**config.mk**
```make
export PLATFORM = sky130hd
export DESIGN_NAME = display_driver_scan_ctrl
export DESIGN_NICKNAME = d
export VERILOG_FILES = /design/src/rtl/display_driver_scan_ctrl.sv
export SDC_FILE = /design/constraint.sdc
export NUM_CORES = 1
export LEC_CHECK = 0
export BUFFER_PORTS_ARGS = -buffer_cell sky130_fd_sc_hd__clkbuf_2
export CAP_MARGIN = 20
export CELL_PAD_IN_SITES_DETAIL_PLACEMENT = 1
export CELL_PAD_IN_SITES_GLOBAL_PLACEMENT = 2
export CORE_ASPECT_RATIO = 0.6
export CORE_MARGIN = 2
export CORE_UTILIZATION = 34
export DETAILED_ROUTE_END_ITERATION = 12
export GPL_TIMING_DRIVEN = 0
export PLACE_DENSITY = 0.73
export SYNTH_ARGS = -nofsm -noshare
export SYNTH_HDL_FRONTEND = slang
export SYNTH_SLANG_ARGS = --single-unit
```
**constraint.sdc**
```tcl
create_clock -name clk -period 4.51 [get_ports clk]
set_input_delay 0 -clock clk [delete_from_list [all_inputs] [get_ports clk]]
set_output_delay 0 -clock clk [all_outputs]
set_load 0.02 [all_outputs]
```
**src/rtl/display_driver_scan_ctrl.sv**
```systemverilog
// Scan sequencer for a HUB75-style panel feeding display_driver_rgb_pipe.
// Optional macro SCAN_CTRL_BRIGHTNESS_EN adds a global brightness input.
module display_driver_scan_ctrl #(
    parameter int columns     = 64,
    parameter int rows        = 16,
    parameter int bitwidth    = 8,
    parameter int pipe_length = 2,
    parameter int oe_base     = 16
) (
    input  logic                        clk,
    input  logic                        rst,
`ifdef SCAN_CTRL_BRIGHTNESS_EN
    input  logic [7:0]                  brightness,
`endif
    output logic [$clog2(columns)-1:0]  col,
    output logic [$clog2(rows)-1:0]     row,
    output logic [$clog2(bitwidth)-1:0] select,
    output logic                        go,
    output logic                        panel_clk,
    output logic                        panel_lat,
    output logic                        panel_oe_n,
    output logic [$clog2(rows)-1:0]     panel_addr,
    output logic                        frame_start
);

    localparam int CW    = $clog2(columns);
    localparam int RW    = $clog2(rows);
    localparam int BW    = $clog2(bitwidth);
    localparam int TW    = $clog2(oe_base) + bitwidth;
    localparam int SLOTS = columns + pipe_length;
    localparam int KW    = $clog2(SLOTS + 1);

    typedef enum logic [1:0] {
        SHIFT,
        WAIT,
        BLANK,
        LATCH
    } state_t;

    // Sequencing registers run one cycle ahead of the output registers,
    // so every output is a registered decode of the sequencer position.
    state_t        st_q, st_d;
    logic [KW-1:0] slot_q, slot_d;
    logic          ph_q, ph_d;
    logic [RW-1:0] row_cnt_q, row_cnt_d;
    logic [BW-1:0] sel_cnt_q, sel_cnt_d;
    logic [RW-1:0] addr_cnt_q, addr_cnt_d;
    logic [TW-1:0] tmr_q, tmr_d;
    logic          oe_on;

    logic [CW-1:0] col_q, col_d;
    logic [RW-1:0] row_q;
    logic [BW-1:0] select_q;
    logic          go_q, go_d;
    logic          pclk_q, pclk_d;
    logic          plat_q, plat_d;
    logic          poe_n_q, poe_n_d;
    logic [RW-1:0] paddr_q;
    logic          fs_q, fs_d;

`ifdef SCAN_CTRL_BRIGHTNESS_EN
    // Lit-time counter: panel is lit only for the first (P*brightness)>>8
    // cycles of the plane period kept by tmr_q.
    logic [TW-1:0]   on_q, on_d;
    logic [TW+7:0]   on_prod;
    assign on_prod = (TW+8)'(TW'(oe_base) << sel_cnt_q) * (TW+8)'(brightness);
    assign oe_on   = (on_q != '0);
`else
    assign oe_on   = (tmr_q != '0);
`endif

    // Next sequencer position: shift slots, wait for OE expiry, blank, latch.
    always_comb begin
        st_d       = st_q;
        slot_d     = slot_q;
        ph_d       = ph_q;
        row_cnt_d  = row_cnt_q;
        sel_cnt_d  = sel_cnt_q;
        addr_cnt_d = addr_cnt_q;
        tmr_d      = (tmr_q != '0) ? tmr_q - TW'(1) : tmr_q;
`ifdef SCAN_CTRL_BRIGHTNESS_EN
        on_d       = (on_q != '0) ? on_q - TW'(1) : on_q;
`endif
        unique case (st_q)
            SHIFT: begin
                ph_d = ~ph_q;
                if (ph_q) begin
                    if (slot_q == KW'(SLOTS - 1)) begin
                        slot_d = '0;
                        st_d   = WAIT;
                    end else begin
                        slot_d = slot_q + KW'(1);
                    end
                end
            end
            WAIT: begin
                if (tmr_q == '0) st_d = BLANK;
            end
            BLANK: begin
                st_d = LATCH;
            end
            LATCH: begin
                st_d       = SHIFT;
                addr_cnt_d = row_cnt_q;
                tmr_d      = TW'(oe_base) << sel_cnt_q;
`ifdef SCAN_CTRL_BRIGHTNESS_EN
                on_d       = on_prod[TW+7:8];
`endif
                if (sel_cnt_q == BW'(bitwidth - 1)) begin
                    sel_cnt_d = '0;
                    row_cnt_d = (row_cnt_q == RW'(rows - 1)) ? '0 : row_cnt_q + RW'(1);
                end else begin
                    sel_cnt_d = sel_cnt_q + BW'(1);
                end
            end
        endcase
    end

    // Output decode of the current sequencer position.
    always_comb begin
        go_d    = (st_q == SHIFT) && !ph_q;
        pclk_d  = (st_q == SHIFT) && !ph_q && (slot_q >= KW'(pipe_length));
        plat_d  = (st_q == LATCH);
        poe_n_d = (st_q == BLANK) || (st_q == LATCH) || !oe_on;
        fs_d    = (st_q == SHIFT) && !ph_q && (slot_q == '0) &&
                  (row_cnt_q == '0) && (sel_cnt_q == '0);
        col_d   = CW'(columns - 1);
        if ((st_q == SHIFT) && (slot_q < KW'(columns))) col_d = CW'(slot_q);
    end

    // State and registered outputs with synchronous reset.
    always_ff @(posedge clk) begin
        if (rst) begin
            st_q       <= SHIFT;
            slot_q     <= '0;
            ph_q       <= 1'b0;
            row_cnt_q  <= '0;
            sel_cnt_q  <= '0;
            addr_cnt_q <= '0;
            tmr_q      <= '0;
`ifdef SCAN_CTRL_BRIGHTNESS_EN
            on_q       <= '0;
`endif
            col_q      <= '0;
            row_q      <= '0;
            select_q   <= '0;
            go_q       <= 1'b0;
            pclk_q     <= 1'b0;
            plat_q     <= 1'b0;
            poe_n_q    <= 1'b1;
            paddr_q    <= '0;
            fs_q       <= 1'b0;
        end else begin
            st_q       <= st_d;
            slot_q     <= slot_d;
            ph_q       <= ph_d;
            row_cnt_q  <= row_cnt_d;
            sel_cnt_q  <= sel_cnt_d;
            addr_cnt_q <= addr_cnt_d;
            tmr_q      <= tmr_d;
`ifdef SCAN_CTRL_BRIGHTNESS_EN
            on_q       <= on_d;
`endif
            col_q      <= col_d;
            row_q      <= row_cnt_q;
            select_q   <= sel_cnt_q;
            go_q       <= go_d;
            pclk_q     <= pclk_d;
            plat_q     <= plat_d;
            poe_n_q    <= poe_n_d;
            paddr_q    <= addr_cnt_q;
            fs_q       <= fs_d;
        end
    end

    assign col         = col_q;
    assign row         = row_q;
    assign select      = select_q;
    assign go          = go_q;
    assign panel_clk   = pclk_q;
    assign panel_lat   = plat_q;
    assign panel_oe_n  = poe_n_q;
    assign panel_addr  = paddr_q;
    assign frame_start = fs_q;

endmodule

```
### After elaboration in Yosys (flattened, before gate mapping)

Cells that the tools add are included.

| operators by class | value |
|---|---|
| order comparisons | 2 |
| add/sub/neg operators | 4 |
| bitwise gates (word level) | 1 |
| muxes and demuxes | 10 |
| eq/ne operators | 9 |
| shifts and indexed selects | 1 |
| reductions and logical operators | 20 |

Operators with widths:

| operator | count |
|---|---|
| $mux W12 | 2 |
| $logic_not A12 Y1 | 1 |
| $reduce_bool A12 Y1 | 1 |
| $shl A5 B3 Y12 const A | 1 |
| $sub A12 B1 Y12 const B | 1 |
| $pmux W2 S4 | 1 |
| $add A7 B1 Y7 const B | 1 |
| $eq A7 B7 Y1 const B | 1 |
| $ge A7 B2 Y1 const B | 1 |
| $logic_not A7 Y1 | 1 |
| $lt A7 B7 Y1 const B | 1 |
| $mux W7 | 1 |
| $logic_and A1 B1 Y1 | 6 |
| $mux W2 | 3 |
| $mux W6 | 1 |
| $ne A2 B2 Y1 const B | 3 |
| $add A4 B1 Y4 const B | 1 |
| $eq A2 B2 Y1 const B | 2 |
| $eq A4 B4 Y1 const B | 1 |
| $logic_not A4 Y1 | 1 |
| $mux W4 | 1 |
| $reduce_and A2 Y1 | 2 |
| $add A3 B1 Y3 const B | 1 |
| $eq A3 B3 Y1 const B | 1 |
| other kinds (9) | 11 |

| word-level totals | value |
|---|---|
| input bits | 2 |
| output and inout port bits | 22 |
| register bits | 55 |
| word-level logic and storage cells | 63 |

### Depth between registers and ports, before layout

Gate-level depths: netlist (run 1).

| depth | value |
|---|---|
| word-level depth | 5 |
| mapped depth | 8 |

### Least setup slack after synthesis (run 1)

OpenSTA, ideal clock, no wires.

| path | value |
|---|---|
| kind | register to register |
| start | register tmr_q[0] |
| end | register st_q[1] |
| stages on the path, launching flop included | 9 |
| data arrival time | 1.594 ns |
| required time | 4.382 ns |
| path slack | 2.788 ns |
| cell sequence | dfxtp_1 inv_1 ha_1 nor3b_1 and3_1 buf_6 o21ai_0 mux2i_1 nor2_1 |

| between the ends | value |
|---|---|
| cells in the longest elaborated chain, start to end | 3 |

RTL lines:

| element | line | RTL |
|---|---|---|
| from (decl) | 48 | `logic [TW-1:0] tmr_q, tmr_d;` |
| from (signal assigned) | 160 | `tmr_q <= tmr_d;` |
| $logic_not A12 Y1 | 97 | `if (tmr_q == '0) st_d = BLANK;` |
| $ne A2 B2 Y1 (no line) | -- |  |
| $reduce_and A3 Y1 (no line) | -- |  |
| to (signal assigned) | 154 | `st_q <= st_d;` |
| to (decl) | 42 | `state_t st_q, st_d;` |

No other way between the ends.
A chain may end at the register's enable or synchronous reset.

### Worst setup path after layout (run 1)

| path | value |
|---|---|
| start | register tmr_q[0] |
| end | register st_q[0] |

Same word-level chain as after synthesis.

==> impl_metrics.csv, run 1 <==
group,metric,value,unit
worst_setup_path,cp_max_fo,8,
floorplan,die_h,69.0,um
pwr,vdd_drop_max,0.000290,V
grt,grt_max_degree,21,
yosys,ys_async_sr_fraction,0,%
pwr,p_leak,1.12,nW
floorplan,die-area,7750,um^2
yosys,syn_area,2390,um^2
yosys,synth-edff-count,0,
outcome,status,"complete, no violations",
route,route.detailed.drc,0,
timing,slew_headroom,59.9,%
worst_setup_path,required,4.66,ns
grt,antenna_found_initial,0,
floorplan,initial_core_util,35.5,%
clock_network,cts_resized,0,
timing,finalSetupTns,0,ns
worst_setup_path,start_kind,"flip-flop",
layout,layout_commonest_cell,"dfxtp_1",
pwr,power.switching,0.581,mW
pwr,power_frac_seq,40.2,%
yosys,synth_xor_area_share,4.76,%
yosys,synth_compound_area_share,8.84,%
timing,tightest_slew,0.602,ns
timing,fmax,0.501,GHz
flow_run,max-cap-violations,0,
placement,portBuffers,23,
pwr,pwr-share-clk,25.7,%
route,ant_nets,0,
yosys,synthesis.nets,275,
floorplan,rows,23,
layout,n_antenna_cell,0,
grt,grt_pass1_wl,9.34,mm
floorplan,die_x,112,um
yosys,synth_seq_cells,55,
yosys,avgSynthCellArea,9.42,um^2
clock_network,clk_pin_slew_worst_paths,0.08,ns
yosys,synth-simple-area-share,23.1,%
clock_network,hold_buffers,1,
layout,area_growth,16.3,%
yosys,synth_top_family_by_area,"simple AND/OR/NAND/NOR gates",
yosys,yosysWarnings,0,
timing,post-route-min-period,2.00,ns
route,drt-wirelength-per-cell,15.1,um
placement,hpwl,4.12,mm
timing,post-route-period-util,44.3,%
clock_network,htree_levels,2,
yosys,synth_cells,254,
timing,finClkSkew,0.0131,ns
clock_network,clock_sinks,55,
clock_network,cts_root_buf,"clkbuf_16",
route,routed-via-count,1797,
floorplan,fp.coreArea,6730,um^2
grt,grtUsageTotal,16.1,%
layout,mostFrequentLayoutCells,"dfxtp_1 (55), nor2_1 (39), clkbuf_2 (23)",
worst_setup_path,r2r_setup_slack,2.51,ns
clock_network,cts-buffers-inserted,5,
clock_network,post_cts_buffers,0,
yosys,ys_types,45,
timing,slew_violations,0,
route,via_per_inst,4.82,
clock_network,clk_latency,0.30,ns
min_path,worstHoldPathType,"flip-flop to flip-flop",
timing,rsz0062_at_grt,"no",
pwr,power_frac_comb,34.1,%
layout,final_layout_size_suffix_gt1_share,15.7,%
route,drt_pass1_iterations,4,
pwr,internal_power,1.02,mW
layout,fin_util,41.3,%
yosys,synth-main-ff-cell,"dfxtp_1",
yosys,synth_seq_area_share,46.0,%
yosys,synth_mux_area_share,3.09,%
worst_setup_path,path_class,"flip-flop to flip-flop",
timing,hold_viol,0,
worst_setup_path,crit_arrival,2.15,ns
clock_network,tritoncts,"done",
grt,grt_pass1_vias,1730,
clock_network,ctsLongestPathBuffers,2,
timing,whs,0.465,ns
yosys,synth_fa_ha_area_share,9.94,%
route,wl,5.63,mm
route,dr.first_iter.drc_count,57,
grt,overflow,0,
pwr,power_density,577,nW/um^2
floorplan,io_pins,24,
timing,setup_viol,0,
worst_setup_path,worstSetupEndpointType,"flip-flop",
pwr,power_switching_share,36.2,%
layout,final_nets,306,
placement,gp_congestion,0.786,
logic make-up (layout without fill, tap and decap cells):
logic type,count (synthesis),count (layout)
flip-flops,55,55
multiplexers,7,7
buffers and inverters,25,57
AND/OR/NAND/NOR,103,103
XOR/XNOR,13,13
adder cells (fa/ha/maj),19,19
AO/OA/AOI/OAI,32,32
power groups by stage:
stage / clock [mW] / sequential, mW / combinational, mW
6_report: 0.412 / 0.645 / 0.548
3_3_place_gp: 0 / 0.654 / 0.542
5_1_grt: 0.451 / 0.656 / 0.617
2_1_floorplan: 0 / 0.674 / 0.388
4_1_cts: 0.429 / 0.645 / 0.550
3_5_place_dp: 0 / 0.656 / 0.546
worst paths after layout:
check | start | to | cells after the start
max | tmr_q[0] | st_q[0] | 8
min | addr_cnt_q[3] | panel_addr[3] | 1
max reg2reg | tmr_q[0] | st_q[0] | 8
min reg2reg | addr_cnt_q[3] | panel_addr[3] | 1
cell type report:
type | count | area, um^2
inverters | 14 | 52.6
multi-input cells | 174 | 1190
repair buffers | 24 | 125
clock inverters | 3 | 31.3
plain buffers | 11 | 50.0
fillers | 803 | 3950
flip-flops and latches | 55 | 1100
well taps | 87 | 109
clock buffers | 5 | 125
Yosys cell counts (2+ instances only):
library cell	count	area (um^2)
a211oi_1	5	37.5
a21oi_1	9	45.0
a31oi_1	2	12.5
and3_1	2	12.5
buf_1	2	7.51
clkbuf_1	7	26.3
dfxtp_1	55	1100
ha_1	19	238
inv_1	14	52.6
mux2_2	3	33.8
mux2i_1	4	40.0
nand2_1	12	45.0
nand3_1	14	70.1
nand3b_1	2	15.0
nand4_1	2	12.5
nor2_1	39	146
nor2b_1	9	56.3
nor3_1	5	25.0
nor3b_1	2	15.0
nor4_1	2	12.5
nor4_4	2	42.5
o21ai_0	6	30.0
or3_1	3	18.8
or4_4	2	22.5
xnor2_1	8	70.1
xor2_1	5	43.8
through the flow:
step                      power [mW]  cells  instance area, um^2  worst slack [ns]
final                           1.61    373                 2780              2.51
after global routing            1.72    373                 2780              2.33
after CTS                       1.62    373                 2780              2.48
after detailed placement        1.20    364                 2620              2.49
after global placement          1.20    364                 2620              2.51
after floorplan                 1.06    254                 2390              2.79
state kept, by name (all words and copies together), names as in the netlist:
name         flops
tmr_q           12
slot_q           7
col              6
addr_cnt_q       4
panel_addr       4
row              4
row_cnt_q        4
sel_cnt_q        3
select           3
st_q             2
frame_start      1
go               1
panel_clk        1
panel_lat        1
panel_oe_n       1
ph_q             1
critical path, stage by stage (launching register included):
cell	delay, ns
dfxtp_1	0.33
inv_1	0.13
ha_1	0.20
nor3b_1	0.39
and3_1	0.24
buf_6	0.14
o21ai_0	0.16
nor3_1	0.19
a211oi_1	0.07
routing by layer:
metal	track usage, %	vias to the layer above	wire length, um
met4	5.49	0	61
met2	20.8	17	2070
met3	3.93	5	163
met5	0	-	0
li1	-	922	-
met1	25.2	853	3330
No activity file was read; power rests on OpenSTA's default activity.
==> run 2, diff against run 1 <==
--- a/config.mk
+++ b/config.mk
@@ -11,10 +11,10 @@
 export CELL_PAD_IN_SITES_GLOBAL_PLACEMENT = 2
 export CORE_ASPECT_RATIO = 0.6
 export CORE_MARGIN = 2
-export CORE_UTILIZATION = 34
+export CORE_UTILIZATION = 33
 export DETAILED_ROUTE_END_ITERATION = 12
 export GPL_TIMING_DRIVEN = 0
-export PLACE_DENSITY = 0.73
+export PLACE_DENSITY = 0.74
 export SYNTH_ARGS = -nofsm -noshare
 export SYNTH_HDL_FRONTEND = slang
 export SYNTH_SLANG_ARGS = --single-unit
==> constraint.sdc (replaced) <==
create_clock -name clk -period 1.7 [get_ports clk]
set_input_delay 0 -clock clk [delete_from_list [all_inputs] [get_ports clk]]
set_output_delay 0 -clock clk [all_outputs]
set_load 0.02 [all_outputs]
==> run 2 against run 1 <==
Net effect: the flow now finishes with violations (negative setup slack); flip-flop and latch count is the same; sequential share of layout area fell by 1.8 points; count of clock-buffer cells in the layout unchanged; largest cell class unchanged; largest power group unchanged.
==> impl_metrics.csv, run 2 (synthesized netlist as in run 1, its figures left out) <==
group,metric,value,unit
outcome,status,"finished, violations left",
outcome,violations,"negative setup slack",
timing,post-route-min-period,1.71,ns
min_path,hold_path_depth,3,
placement,hpwl,4.24,mm
clock_network,cts_root_buf,"clkbuf_16",
timing,tightest_slew,0.599,ns
grt,grtUsageTotal,16.0,%
timing,hold_viol,0,
layout,fin_cells,376,
placement,portBuffers,23,
layout,final_layout_size_suffix_gt1_share,25.6,%
worst_setup_path,r2r_start,"tmr_q[0]",
timing,whs,0.109,ns
layout,final_cell_area,2950,um^2
layout,max_flop_register,"tmr_q",
layout,multi_input_area,1290,um^2
placement,placed_area,2620,um^2
clock_network,cts-buffers-inserted,5,
worst_setup_path,r2r_cells,7,
worst_setup_path,regToRegEndpoint,"tmr_q[11]",
route,ant_nets,0,
timing,finalWorstSetupSlack,-0.00890,ns
route,drt_pass1_iterations,4,
route,wl,6.06,mm
pwr,vdd_drop_max,0.000458,V
layout,largest_reg_flops,12,
worst_setup_path,start_kind,"flip-flop",
min_path,worstHoldPathType,"input pin to flip-flop",
floorplan,fp.coreArea,6850,um^2
floorplan,die_x,114,um
worst_setup_path,cp_max_fo,8,
grt,grt_pass1_vias,1821,
floorplan,rows,23,
timing,fmax,0.585,GHz
floorplan,die-area,7970,um^2
grt,overflow,0,
layout,n_antenna_cell,0,
clock_network,ctsLongestPathBuffers,2,
grt,grt_pass1_wl,9.76,mm
layout,mostFrequentLayoutCells,"dfxtp_1 (49), nor2_1 (39), clkbuf_2 (26)",
worst_setup_path,worstSetupEndpointType,"flip-flop",
route,dr.first_iter.drc_count,55,
layout,area_growth,23.4,%
grt,antenna_found_initial,0,
clock_network,clk_latency,0.30,ns
route,route.detailed.drc,0,
floorplan,die_h,70.0,um
clock_network,htree_levels,2,
floorplan,initial_core_util,34.9,%
route,via_per_inst,4.82,
min_path,hold_start,"rst",
layout,seq_area,1120,um^2
worst_setup_path,path_class,"flip-flop to flip-flop",
timing,post-route-period-util,101,%
clock_network,clk_pin_slew_worst_paths,0.07,ns
worst_setup_path,required,1.93,ns
pwr,power_density,1600,nW/um^2
worst_setup_path,crit_arrival,1.94,ns
min_path,hold_end,"tmr_q[3]",
route,routed-via-count,1813,
timing,finalSetupTns,-0.00890,ns
timing,rsz0062_at_grt,"yes",
worst_setup_path,r2r_setup_slack,-0.009,ns
layout,final_nets,309,
placement,placed_cells,364,
timing,setup_viol,1,
route,drt-wirelength-per-cell,16.1,um
layout,n_fill_cell,789,
clock_network,clock_sinks,55,
clock_network,tritoncts,"done",
pwr,power,4.71,mW
grt,grt_max_degree,18,
flow_run,max-cap-violations,0,
layout,layout_commonest_cell,"dfxtp_1",
placement,gp_congestion,0.721,
timing,finClkSkew,0.00634,ns
timing,slew_violations,0,
floorplan,io_pins,24,
pwr,p_leak,1.20,nW
timing,slew_headroom,60.0,%
[run 2: metal layers]
layer	part of all wire (%)	wire, um	track usage (%)	up-vias
met5	0	0	0	-
met4	1.2	73	4.47	0
met3	2.7	161	3.99	8
met2	38	2300	20.2	20
met1	58	3530	25.6	857
li1	-	-	-	928
[run 2: area by class of cell]
type,count,area share [%]
repair buffers,28,5.25
flip-flops and latches,55,37.8
plain buffers,10,1.91
inverters,14,1.95
clock inverters,3,1.48
clock buffers,5,4.24
multi-input cells,174,43.7
well taps,87,3.69
[run 2: worst max path at each step]
stage	startpoint	end	slack, ns	depth (start not counted)
floorplan	st_q[0]	tmr_q[11]	0.008	6
global placement	st_q[0]	tmr_q[11]	-0.24	6
detailed placement	st_q[0]	tmr_q[11]	-0.26	6
CTS	tmr_q[1]	tmr_q[11]	-0.01	7
global route	tmr_q[3]	tmr_q[11]	-0.09	5
finish	tmr_q[0]	tmr_q[11]	-0.009	7
[run 2: metrics by stage]
stage                     setup WS (ns)  util (%)
after floorplan                 0.00779         -
after detailed placement         -0.261      38.2
after CTS                       -0.0143      41.9
after global placement           -0.241      38.2
after global routing            -0.0898      43.1
final                          -0.00890      43.1
[run 2: power by group]
| group | switching, mW | total, mW | internal [mW] |
|---|---|---|---|
| Sequential | 0.229 | 1.76 | 1.53 |
| Clock | 0.508 | 1.20 | 0.697 |
| Combinational | 0.941 | 1.75 | 0.808 |
[run 2: what timing repair did]
item / in CTS / in global routing
buffers inserted: 0 / 4
hold buffers: 1 / 0
gates resized for setup: 24 / 15
hold endpoints to repair: 1 / 0
pin swaps: 2 / 7
setup endpoints to repair: 20 / 16
[run 2: critical path, cell delays in order, from the launching register on]
cell	delay, ns
dfxtp_4	0.37
inv_4	0.05
ha_4	0.15
nor3b_4	0.15
and3_1	0.19
buf_6	0.15
or4_4	0.51
o211ai_2	0.07
